### src/rtl/param_stack_pkg.sv
// Shared types and sizing helpers for the parametrised LIFO.
// Operation codes are encoded as {push,pop} so a plain cast decodes them.
package stack_pkg;

    typedef enum logic [1:0] {
        OP_NOP     = 2'b00,
        OP_PUSH    = 2'b10,
        OP_POP     = 2'b01,
        OP_REPLACE = 2'b11
    } stack_op_t;

    // Width needed to hold an occupancy of 0..depth inclusive.
    function automatic int count_width(input int depth);
        return $clog2(depth + 1);
    endfunction

    function automatic int addr_width(input int depth);
        return (depth <= 2) ? 1 : $clog2(depth);
    endfunction

endpackage

### src/rtl/param_stack_mem.sv
// Stack storage: DEPTH x WIDTH register file, one synchronous write port
// and one asynchronous read port. Contents are intentionally not reset.
module stack_mem #(
    parameter int WIDTH = 2,
    parameter int DEPTH = 256,
    parameter int AW    = 8
) (
    input  logic             clk,
    input  logic             i_we,
    input  logic [AW-1:0]    i_waddr,
    input  logic [WIDTH-1:0] i_wdata,
    input  logic [AW-1:0]    i_raddr,
    output logic [WIDTH-1:0] o_rdata
);

    logic [WIDTH-1:0] r_mem [DEPTH];

    always_ff @(posedge clk) begin
        if (i_we) begin
            r_mem[i_waddr] <= i_wdata;
        end
    end

    assign o_rdata = r_mem[i_raddr];

endmodule

### src/rtl/param_stack.sv
// Parametrised LIFO with registered top-of-stack peek, pop data strobe,
// same-cycle replace, occupancy count and sticky overflow/underflow flags.
module param_stack
    import stack_pkg::*;
#(
    parameter int WIDTH = 2,
    parameter int DEPTH = 256,
    parameter int CW    = count_width(DEPTH)
) (
    input  logic             clk,
    input  logic             rst,
    input  logic             push,
    input  logic             pop,
    input  logic [WIDTH-1:0] din,
    input  logic             clr_err,
    output logic [WIDTH-1:0] top,
    output logic [WIDTH-1:0] dout,
    output logic             dout_valid,
    output logic [CW-1:0]    count,
    output logic             empty,
    output logic             full,
    output logic             overflow,
    output logic             underflow
);

    localparam int AW = addr_width(DEPTH);

    logic [CW-1:0]    r_count;
    logic [WIDTH-1:0] r_top;
    logic [WIDTH-1:0] r_dout;
    logic             r_dout_valid;
    logic             r_overflow;
    logic             r_underflow;

    stack_op_t        w_op;
    logic             w_empty;
    logic             w_full;
    logic             w_do_push;
    logic             w_do_pop;
    logic             w_do_repl;
    logic             w_do_first;
    logic             w_ovf_set;
    logic             w_unf_set;
    logic             w_wr_en;
    logic [AW-1:0]    w_wr_addr;
    logic [AW-1:0]    w_rd_addr;
    logic [WIDTH-1:0] w_rd_data;

    always_comb begin
        w_op       = stack_op_t'({push, pop});
        w_empty    = (r_count == '0);
        w_full     = (r_count == CW'(DEPTH));
        w_do_push  = (w_op == OP_PUSH) && !w_full;
        w_do_pop   = (w_op == OP_POP) && !w_empty;
        w_do_repl  = (w_op == OP_REPLACE) && !w_empty;
        // Replace on an empty stack degenerates to a plain push.
        w_do_first = (w_op == OP_REPLACE) && w_empty;
        w_ovf_set  = (w_op == OP_PUSH) && w_full;
        w_unf_set  = ((w_op == OP_POP) || (w_op == OP_REPLACE)) && w_empty;
        w_wr_en    = (w_do_push || w_do_repl || w_do_first) && !rst;
        w_wr_addr  = w_do_repl ? AW'(r_count - CW'(1)) : AW'(r_count);
        // Entry just below the current top, used to refill top after a pop.
        w_rd_addr  = AW'(r_count - CW'(2));
    end

    stack_mem #(
        .WIDTH (WIDTH),
        .DEPTH (DEPTH),
        .AW    (AW)
    ) u_mem (
        .clk     (clk),
        .i_we    (w_wr_en),
        .i_waddr (w_wr_addr),
        .i_wdata (din),
        .i_raddr (w_rd_addr),
        .o_rdata (w_rd_data)
    );

    always_ff @(posedge clk) begin
        if (rst) begin
            r_count      <= '0;
            r_top        <= '0;
            r_dout       <= '0;
            r_dout_valid <= 1'b0;
            r_overflow   <= 1'b0;
            r_underflow  <= 1'b0;
        end else begin
            r_dout_valid <= w_do_pop || w_do_repl;
            if (w_do_pop || w_do_repl) begin
                r_dout <= r_top;
            end

            if (w_do_push || w_do_first) begin
                r_count <= r_count + CW'(1);
                r_top   <= din;
            end else if (w_do_repl) begin
                r_top   <= din;
            end else if (w_do_pop) begin
                r_count <= r_count - CW'(1);
                r_top   <= (r_count >= CW'(2)) ? w_rd_data : '0;
            end

            // An error in the same cycle as clr_err wins over the clear.
            if (w_ovf_set) begin
                r_overflow <= 1'b1;
            end else if (clr_err) begin
                r_overflow <= 1'b0;
            end

            if (w_unf_set) begin
                r_underflow <= 1'b1;
            end else if (clr_err) begin
                r_underflow <= 1'b0;
            end
        end
    end

    assign top        = r_top;
    assign dout       = r_dout;
    assign dout_valid = r_dout_valid;
    assign count      = r_count;
    assign empty      = w_empty;
    assign full       = w_full;
    assign overflow   = r_overflow;
    assign underflow  = r_underflow;

endmodule

### config.mk
export PLATFORM = sky130hd
export DESIGN_NAME = param_stack
export DESIGN_NICKNAME = d
export VERILOG_FILES = /design/src/rtl/param_stack_pkg.sv /design/src/rtl/param_stack_mem.sv /design/src/rtl/param_stack.sv
export SDC_FILE = /design/constraint.sdc
export NUM_CORES = 1
export LEC_CHECK = 0
export CAP_MARGIN = 0
export CELL_PAD_IN_SITES_DETAIL_PLACEMENT = 1
export CELL_PAD_IN_SITES_GLOBAL_PLACEMENT = 1
export CORE_MARGIN = 1
export CORE_UTILIZATION = 35
export DETAILED_ROUTE_END_ITERATION = 10
export DONT_BUFFER_PORTS = 1
export HOLD_SLACK_MARGIN = 0.15
export PLACE_DENSITY = 0.64
export RECOVER_POWER = 100
export SYNTH_ARGS = -nofsm -noshare
export SYNTH_HDL_FRONTEND = slang
export SYNTH_HIERARCHICAL = 1
export SYNTH_SLANG_ARGS = --single-unit
### constraint.sdc
create_clock -name clk -period 4 [get_ports clk]
set_clock_uncertainty 0.1 [all_clocks]
set_input_delay 0.4 -clock clk [delete_from_list [all_inputs] [get_ports clk]]
set_output_delay 0.4 -clock clk [all_outputs]
set_load 0.01 [all_outputs]
==> run_results.csv, run 1 <==
group,metric,value,unit
detailed_routing,drtIter0Drc,1074,
yosys,ys_ff_latch,528,
power,ir_drop,0.000476,V
detailed_routing,drt-pass1-iter-count,5,
sta,relSlewSlack,-86.5,%
detailed_routing,vias,12800,
yosys,synth_edf_count,512,
setup_path,critPathArrivalTime,4.34,ns
yosys,ys_seq_area_share,69.4,%
die,num_rows,92,
finish,area_delta_synth_final,13.2,%
yosys,synthTopCellsByArea,"edfxtp_1 (68%), mux4_2 (8.2%), nor2_1 (4.9%), mux2i_1 (2.8%), mux4_1 (2.3%)",
detailed_routing,avgViaCountPerCell,5.47,
sta,whs,0.445,ns
detailed_routing,drt-total-wl,61.1,mm
sta,rsz0062_at_grt,"true",
grt,overflow,0,
clocking,root_buffer,"clkbuf_16",
die,die_x,256,um
yosys,yosysTopAreaCell,"edfxtp_1",
finish,layout.nets,1464,
finish,fin_area,25600,sq um
sta,setup_viol,0,
clocking,cts_tree,"built",
die,core_area,63400,sq um
yosys,synth_top_area_share,68.0,%
power,total_power,19.6,mW
setup_path,critPathKind,"flop to flop",
detailed_routing,drc_errors,0,
setup_path,cp-end-kind,"flop",
clocking,h-tree-depth,2,
setup_path,crit_buf_inv,4,
clocking,cts.path.max_buffers,3,
placed_design,place_ws,0.0778,ns
grt,antenna_found_initial,1,
yosys,syn_area,22600,sq um
placed_design,postPlaceCellArea,23700,sq um
sta,maxSlewViolCount,516,
yosys,ys.warnings.count,6,
yosys,async_flop_share,0,%
grt,grt_pass1_vias,13700,
sta,fin_crit_sh,98.0,%
setup_path,slowest_stage,"inv_1",
placed_design,dp_hpwl,36.9,mm
placed_design,io_buffers,0,
grt,grt_util_all_layers,18.8,%
clocking,clock-sinks,528,
yosys,synth_common_cells,"edfxtp_1 (512), nor2_1 (295), mux4_2 (82), mux2i_1 (63), clkbuf_1 (57)",
clocking,cts_buffers,57,
die,initial_core_util,35.6,%
clocking,clk_latency,0.62,ns
status,run_status,"finished with violations",
die,die-area,65600,sq um
finish,drive_gt1_share,18.7,%
status,violations,"capacitance limit, slew limit",
sta,fin_ws,0.0816,ns
sta,worst_slew_pin_slew,2.80,ns
detailed_routing,wire_per_inst,26.1,um
job,maxCapViolations,2,
clocking,clk_pin_slew_worst_paths,0.06,ns
yosys,synth.avg_cell_area,16.2,sq um
sta,hold_violations,0,
grt,grt_max_degree,258,
power,power_density,765,nW/um^2
grt,grt_pass1_wl,91.4,mm
yosys,syn-num-nets,1413,
hold_path,hold_path.class,"input port to flop",
yosys,netlist_instances,1399,
sta,post-route-min-period,3.92,ns
setup_path,start_kind,"flop",
sta,max_freq,0.255,GHz
setup_path,max_stage_delay,0.44,ns
power,p_leak,7.93,nW
setup_path,crit_family,"compound AO/OA/AOI/OAI gates",
sta,tns,0,ns
die,die-height,256,um
die,ios,25,
yosys,synthFlopType,"edfxtp_1",
setup_path,worstPathCellList,"inv_1, ha_1, inv_1, buf_12, nor2b_2, buf_4, a221oi_1, a221o_1, o31ai_2, o22ai_2, a311oi_2, a221oi_1, nor3_1",
yosys,yosysMostFrequentCell,"edfxtp_1",
setup_path,cp_max_fo,24,
placed_design,place_congestion,0.819,
yosys,yosys.cell_types.count,75,
setup_path,crit_required,4.42,ns
detailed_routing,ant_nets,0,
-- path summary, 6_finish.rpt --
check | startpoint | end | slack (ns) | cells after the start
worst max-delay path | count[2] | top[1] | 0.08 | 13
worst min-delay path | rst | u_mem/r_mem[183][0] | 0.44 | 5
worst max register to register | count[2] | top[1] | 0.08 | 13
worst min register to register | top[0] | top[0] | 0.47 | 2
-- flip-flops by register name, indices dropped and copies added (netlist names) --
signal / flops
u_mem/r_mem: 512
count: 9
dout: 2
top: 2
dout_valid: 1
overflow: 1
underflow: 1
-- tightest hold or removal path: cells and delay by family --
family                 cells  cell delay, ns
buffers and inverters      2            0.34
AND/OR/NAND/NOR            3            0.23
-- power breakdown --
group	switching, mW	internal [mW]
registers	0.0649	6.18
clock network	2.14	2.92
logic	5.36	2.91
total	7.56	12.0
-- metal layers --
metal / part of all wire [%] / wire length (um) / GRT usage (%)
met1: 43 / 26500 / 25.7
met2: 50 / 30300 / 31.2
met3: 4.9 / 2980 / 3.01
met4: 2.2 / 1350 / 4.81
met5: 0 / 0 / 0
-- layout by cell type, fill, tap and decap left out, drive strengths merged, types with 15 or more instances in the layout --
master,n
buf,82
inv,15
mux4,102
o221ai,16
nor2,295
o21ai,22
nand3,29
clkbuf,71
nand2,40
edfxtp,512
dfxtp,16
mux2i,63
nor2b,16
clkinv,29
-- kinds of logic after synthesis --
family,synth area share (%)
AOI/OAI and AO/OA,4.53
xor gates and xnor gates,0.542
adders and majority gates,0.387
buffers and inverters,3.20
DFF,69.4
muxes,13.9
and+or+nand+nor,8.00
-- cell type report --
cell class / count / area, sq um
tap: 846 / 1060
clock inverter: 39 / 328
antenna: 1 / 2.50
sequential: 528 / 15700
multi-input combinational: 756 / 6250
timing repair buffer: 94 / 743
clock buffer: 65 / 1460
fill: 6305 / 37800
inverter: 13 / 48.8
-- through the flow --
stage                     utilization (%)  instances
after floorplan                         -       1399
final                                40.3       2342
after CTS                            40.4       2340
after detailed placement             37.4       2228
after global placement               37.4       2228
after global routing                 40.3       2341
-- what timing repair did --
action                                  in CTS  in global routing
endpoints found under the hold margin      528                  0
endpoints found under the setup margin       0                201
hold buffers                                 8                  0
gates resized for setup                      0                  7
buffers inserted                             0                  1
No activity file was read; power rests on OpenSTA's default activity.
==> run 2: changes to the inputs <==
- PLACE_DENSITY: 0.64 -> 0.66
- clock period: 4 -> 3.6 ns (I/O delays scaled with it)
==> run_results.csv, run 2 (synthesized netlist as in run 1, its figures left out) <==
group,metric,value,unit
finish,area_delta_synth_final,14.5,%
sta,post-route-min-period,3.46,ns
detailed_routing,drt-total-wl,61.4,mm
clocking,clk_latency,0.61,ns
grt,grt_max_degree,258,
detailed_routing,wire_per_inst,26.0,um
sta,relSlewSlack,46.1,%
clocking,postCtsHoldBufs,6,
sta,maxSlewViolCount,0,
power,comb_power_share,44.3,%
power,clkPwrFrac,24.7,%
clocking,cts_buffers,55,
grt,grt_pass1_wl,90.8,mm
power,switchingPower,8.51,mW
clocking,cts_tree,"built",
clocking,clock-sinks,528,
die,die-height,256,um
status,run_status,"finished with violations",
finish,layout_commonest_cell,"edfxtp_1",
detailed_routing,drtIter0Drc,1122,
finish,insertedDiodeCount,0,
sta,fin_ws,0.143,ns
clocking,h-tree-depth,2,
setup_path,critPathKind,"flop to flop",
detailed_routing,avgViaCountPerCell,5.56,
finish,largest_reg_flops,512,
grt,grt_pass1_vias,13800,
detailed_routing,vias,13100,
die,ios,25,
clocking,cts.path.max_buffers,3,
die,die-area,65600,sq um
die,num_rows,92,
sta,rsz0062_at_grt,"true",
finish,stdcell_count,2364,
grt,antenna_found_initial,0,
grt,overflow,0,
status,violations,"hold timing",
sta,worst_slew_pin_slew,0.806,ns
job,maxCapViolations,0,
placed_design,io_buffers,0,
setup_path,start_kind,"flop",
die,initial_core_util,35.6,%
finish,regMostFlops,"u_mem/r_mem",
placed_design,place_congestion,0.820,
power,swShare,38.2,%
finish,layout.nets,1490,
die,die_x,256,um
power,power_density,860,nW/um^2
die,core_area,63400,sq um
finish,final_cell_mix,"edfxtp_1 (512), nor2_1 (292), buf_4 (97), mux4_2 (82), mux2i_1 (63)",
placed_design,place_ws,-0.166,ns
sta,whs,-0.238,ns
placed_design,dp_hpwl,38.1,mm
placed_design,place_inst,2254,
detailed_routing,ant_nets,0,
clocking,root_buffer,"clkbuf_16",
setup_path,crit_required,4.01,ns
power,seqPwrFrac,31.1,%
sta,hold_violations,262,
sta,max_freq,0.289,GHz
clocking,clk_pin_slew_worst_paths,0.06,ns
grt,grt_util_all_layers,18.6,%
setup_path,critPathArrivalTime,3.87,ns
detailed_routing,drt-pass1-iter-count,5,
hold_path,hold_path.class,"input port to flop",
setup_path,cp-end-kind,"flop",
sta,fin_crit_sh,96.0,%
power,ir_drop,0.000632,V
power,total_power,22.3,mW
detailed_routing,drc_errors,0,
setup_path,cp_max_fo,8,
finish,drive_gt1_share,20.8,%
sta,setup_viol,0,
power,p_int,13.8,mW
power,p_leak,8.08,nW
[run 2: timing repair]
| item | CTS | global route |
|---|---|---|
| pin swaps | 0 | 1 |
| endpoints found under the setup margin | 4 | 82 |
| buffers inserted | 0 | 5 |
| hold endpoints to repair | 528 | 513 |
| gates resized for setup | 5 | 26 |
[run 2: layout make-up]
cell class | count | area, sq um
clock inverter | 32 | 287
sequential | 528 | 15700
clock buffer | 67 | 1420
timing repair buffer | 122 | 1070
tap | 846 | 1060
fill | 6266 | 37500
inverter | 13 | 52.6
multi-input combinational | 756 | 6310
[run 2: worst max-delay path, stage by stage, from the launching register on]
cell	delay, ns
dfxtp_1	0.37
inv_1	0.10
ha_1	0.32
clkinvlp_4	0.21
buf_12	0.21
buf_4	0.17
nor2_1	0.37
a22o_1	0.25
a2111oi_2	0.07
o31ai_2	0.47
o22ai_2	0.13
a311oi_2	0.24
a221oi_1	0.12
nor3_1	0.21
[run 2: per-layer routing]
| layer | global-route usage, % | share of wire (%) | wire length [um] |
|---|---|---|---|
| met5 | 0 | 0 | 0 |
| met2 | 30.6 | 49 | 30100 |
| met4 | 5.14 | 2.2 | 1330 |
| met1 | 25.6 | 44 | 26900 |
| met3 | 2.55 | 5.0 | 3070 |
[run 2: path summary, 6_finish.rpt]
path                               start                  end  slack, ns  cells past startpoint
worst max register to register  count[2]               top[1]       0.14                     13
worst min-delay path              din[1]  u_mem/r_mem[134][1]      -0.24                      0
worst min register to register   dout[1]              dout[1]       0.48                      2
worst max-delay path            count[2]               top[1]       0.14                     13
[run 2: metrics by stage]
| step | hold slack, ns | area (sq um) | utilization (%) | TNS [ns] |
|---|---|---|---|---|
| after floorplan | 0.359 | 22600 | - | 0 |
| after CTS | -0.258 | 25800 | 40.6 | 0 |
| after global routing | -0.262 | 25900 | 40.8 | -0.0309 |
| final | -0.238 | 25900 | 40.8 | 0 |
| after detailed placement | 0.333 | 24000 | 37.8 | -0.224 |
| after global placement | 0.330 | 24000 | 37.8 | -0.126 |
[run 2: power by group through the flow]
stage	Combinational, mW	Sequential [mW]	Clock [mW]
final	9.86	6.92	5.49
after global placement	9.26	7.05	0
after CTS	9.49	6.92	5.62
after floorplan	5.78	7.06	0
after global routing	10.3	6.93	5.79
after detailed placement	9.37	7.05	0
==> run 3: changes to the inputs <==
- CTS_BUF_LIST: unset -> sky130_fd_sc_hd__clkbuf_16
==> run_results.csv, run 3 (synthesized netlist as in run 1, its figures left out) <==
group,metric,value,unit
status,run_status,"finished with violations",
status,violations,"hold timing",
die,die-area,65600,sq um
sta,post-route-min-period,3.47,ns
die,num_rows,92,
finish,regMostFlops,"u_mem/r_mem",
finish,drive_gt1_share,20.8,%
grt,grt_util_all_layers,18.6,%
finish,largest_reg_flops,512,
clocking,clk_pin_slew_worst_paths,0.06,ns
clocking,cts_tree,"built",
hold_path,hold_end,"u_mem/r_mem[134][1]",
setup_path,slowest_stage,"or4b_1",
die,die-height,256,um
finish,multiInputGateArea,6310,sq um
finish,seq_area,15700,sq um
clocking,postCtsHoldBufs,6,
detailed_routing,drt-pass1-iter-count,5,
die,die_x,256,um
sta,fin_ws,0.129,ns
hold_path,hold_path.class,"input port to flop",
detailed_routing,drtIter0Drc,1157,
setup_path,critPathArrivalTime,3.64,ns
setup_path,timing.rr.end,"u_mem/r_mem[92][0]",
sta,hold_violations,239,
setup_path,cp_common_cell,"buf_4",
detailed_routing,drt-total-wl,61.4,mm
grt,overflow,0,
clocking,clock-sinks,528,
power,ir_drop,0.000636,V
clocking,clk_latency,0.60,ns
sta,whs,-0.238,ns
placed_design,dp_hpwl,38.1,mm
placed_design,place_ws,-0.166,ns
power,power_density,860,nW/um^2
power,p_leak,8.13,nW
detailed_routing,drc_errors,0,
setup_path,critPathKind,"flop to flop",
hold_path,hold_path.startpoint,"din[1]",
setup_path,crit_family,"simple AND/OR/NAND/NOR gates",
finish,nFillCells,6264,
setup_path,cp-end-kind,"flop",
finish,layout.nets,1490,
grt,antenna_found_initial,0,
detailed_routing,avgViaCountPerCell,5.55,
sta,rsz0062_at_grt,"true",
grt,grt_pass1_vias,13800,
sta,max_freq,0.288,GHz
grt,grt_max_degree,258,
finish,area_delta_synth_final,14.5,%
setup_path,ff2ff_path_depth,13,
placed_design,place_congestion,0.820,
setup_path,max_stage_delay,0.54,ns
finish,final_cell_mix,"edfxtp_1 (512), nor2_1 (292), buf_4 (97), mux4_2 (82), mux2i_1 (63)",
die,core_area,63400,sq um
setup_path,worstPathCellList,"inv_1, ha_1, or4b_1, o21ai_4, or2_0, buf_4, nor2_1, xor2_1, buf_4, nor2b_1, nand2_1, buf_4, nor2_1",
detailed_routing,vias,13100,
sta,worst_slew_pin_slew,0.806,ns
detailed_routing,ant_nets,0,
setup_path,r2r-start,"count[0]",
sta,fin_crit_sh,96.4,%
setup_path,start_kind,"flop",
sta,maxSlewViolCount,0,
detailed_routing,wire_per_inst,26.0,um
setup_path,cp_max_fo,16,
grt,grt_pass1_wl,90.8,mm
clocking,h-tree-depth,2,
placed_design,io_buffers,0,
setup_path,crit_buf_inv,4,
sta,setup_viol,0,
die,ios,25,
finish,layout_commonest_cell,"edfxtp_1",
setup_path,reg2reg_slack,0.13,ns
clocking,cts_buffers,55,
setup_path,crit_required,3.77,ns
job,maxCapViolations,0,
clocking,root_buffer,"clkbuf_16",
finish,insertedDiodeCount,0,
die,initial_core_util,35.6,%
sta,relSlewSlack,46.1,%
power,total_power,22.3,mW
hold_path,holdPathStages,0,
clocking,cts.path.max_buffers,3,
-- run 3: cell types whose count changed in the layout (fill, tap and decap cells not counted), sizes merged --
| cell | before | now |
|---|---|---|
| clkbuf | 71 | 59 |
| inv | 14 | 26 |
-- run 3: power breakdown --
part | leakage (nW) | switching (mW) | internal, mW
Sequential | 4.73 | 0.0687 | 6.85
Combinational | 2.52 | 6.12 | 3.76
Clock | 0.884 | 2.33 | 3.12
-- run 3: how the worst max path moves through the flow --
| stage | startpoint | slack [ns] | to | cells after the start |
|---|---|---|---|---|
| floorplan | count[1] | 0.04 | u_mem/r_mem[235][0] | 14 |
| global placement | count[2] | -0.07 | top[0] | 13 |
| detailed placement | count[2] | -0.17 | top[1] | 13 |
| CTS | count[0] | 0.002 | top[1] | 11 |
| global route | count[0] | -0.02 | u_mem/r_mem[92][0] | 13 |
| finish | count[0] | 0.13 | u_mem/r_mem[92][0] | 13 |
-- run 3: metrics by stage --
step,hold WS (ns),utilization [%],setup TNS (ns),cells,area [sq um]
global placement,0.330,37.8,-0.126,2254,24000
floorplan,0.359,-,0,1399,22600
detailed placement,0.333,37.8,-0.224,2254,24000
CTS,-0.258,40.6,0,2359,25800
global route,-0.262,40.8,-0.0309,2364,25900
finish,-0.238,40.8,0,2364,25900
-- run 3: metal layers --
| metal | up-vias | global-route usage (%) | share of wire, % |
|---|---|---|---|
| met3 | 91 | 2.55 | 5.0 |
| met2 | 395 | 30.6 | 49 |
| met1 | 7024 | 25.6 | 44 |
| met4 | 0 | 5.14 | 2.3 |
| li1 | 5618 | - | - |
| met5 | - | 0 | 0 |
-- run 3: layout make-up --
cell class | count | share of cell area, %
multi-input combinational | 756 | 24.4
clock buffer | 55 | 5.32
timing repair buffer | 122 | 4.12
sequential | 528 | 60.6
tap | 846 | 4.09
inverter | 13 | 0.203
clock inverter | 44 | 1.28
-- run 3: what timing repair did --
action,4_1_cts,5_1_grt
pin swaps,0,1
gates resized for setup,5,26
hold endpoints to repair,528,513
buffers inserted,0,5
endpoints found under the setup margin,4,82
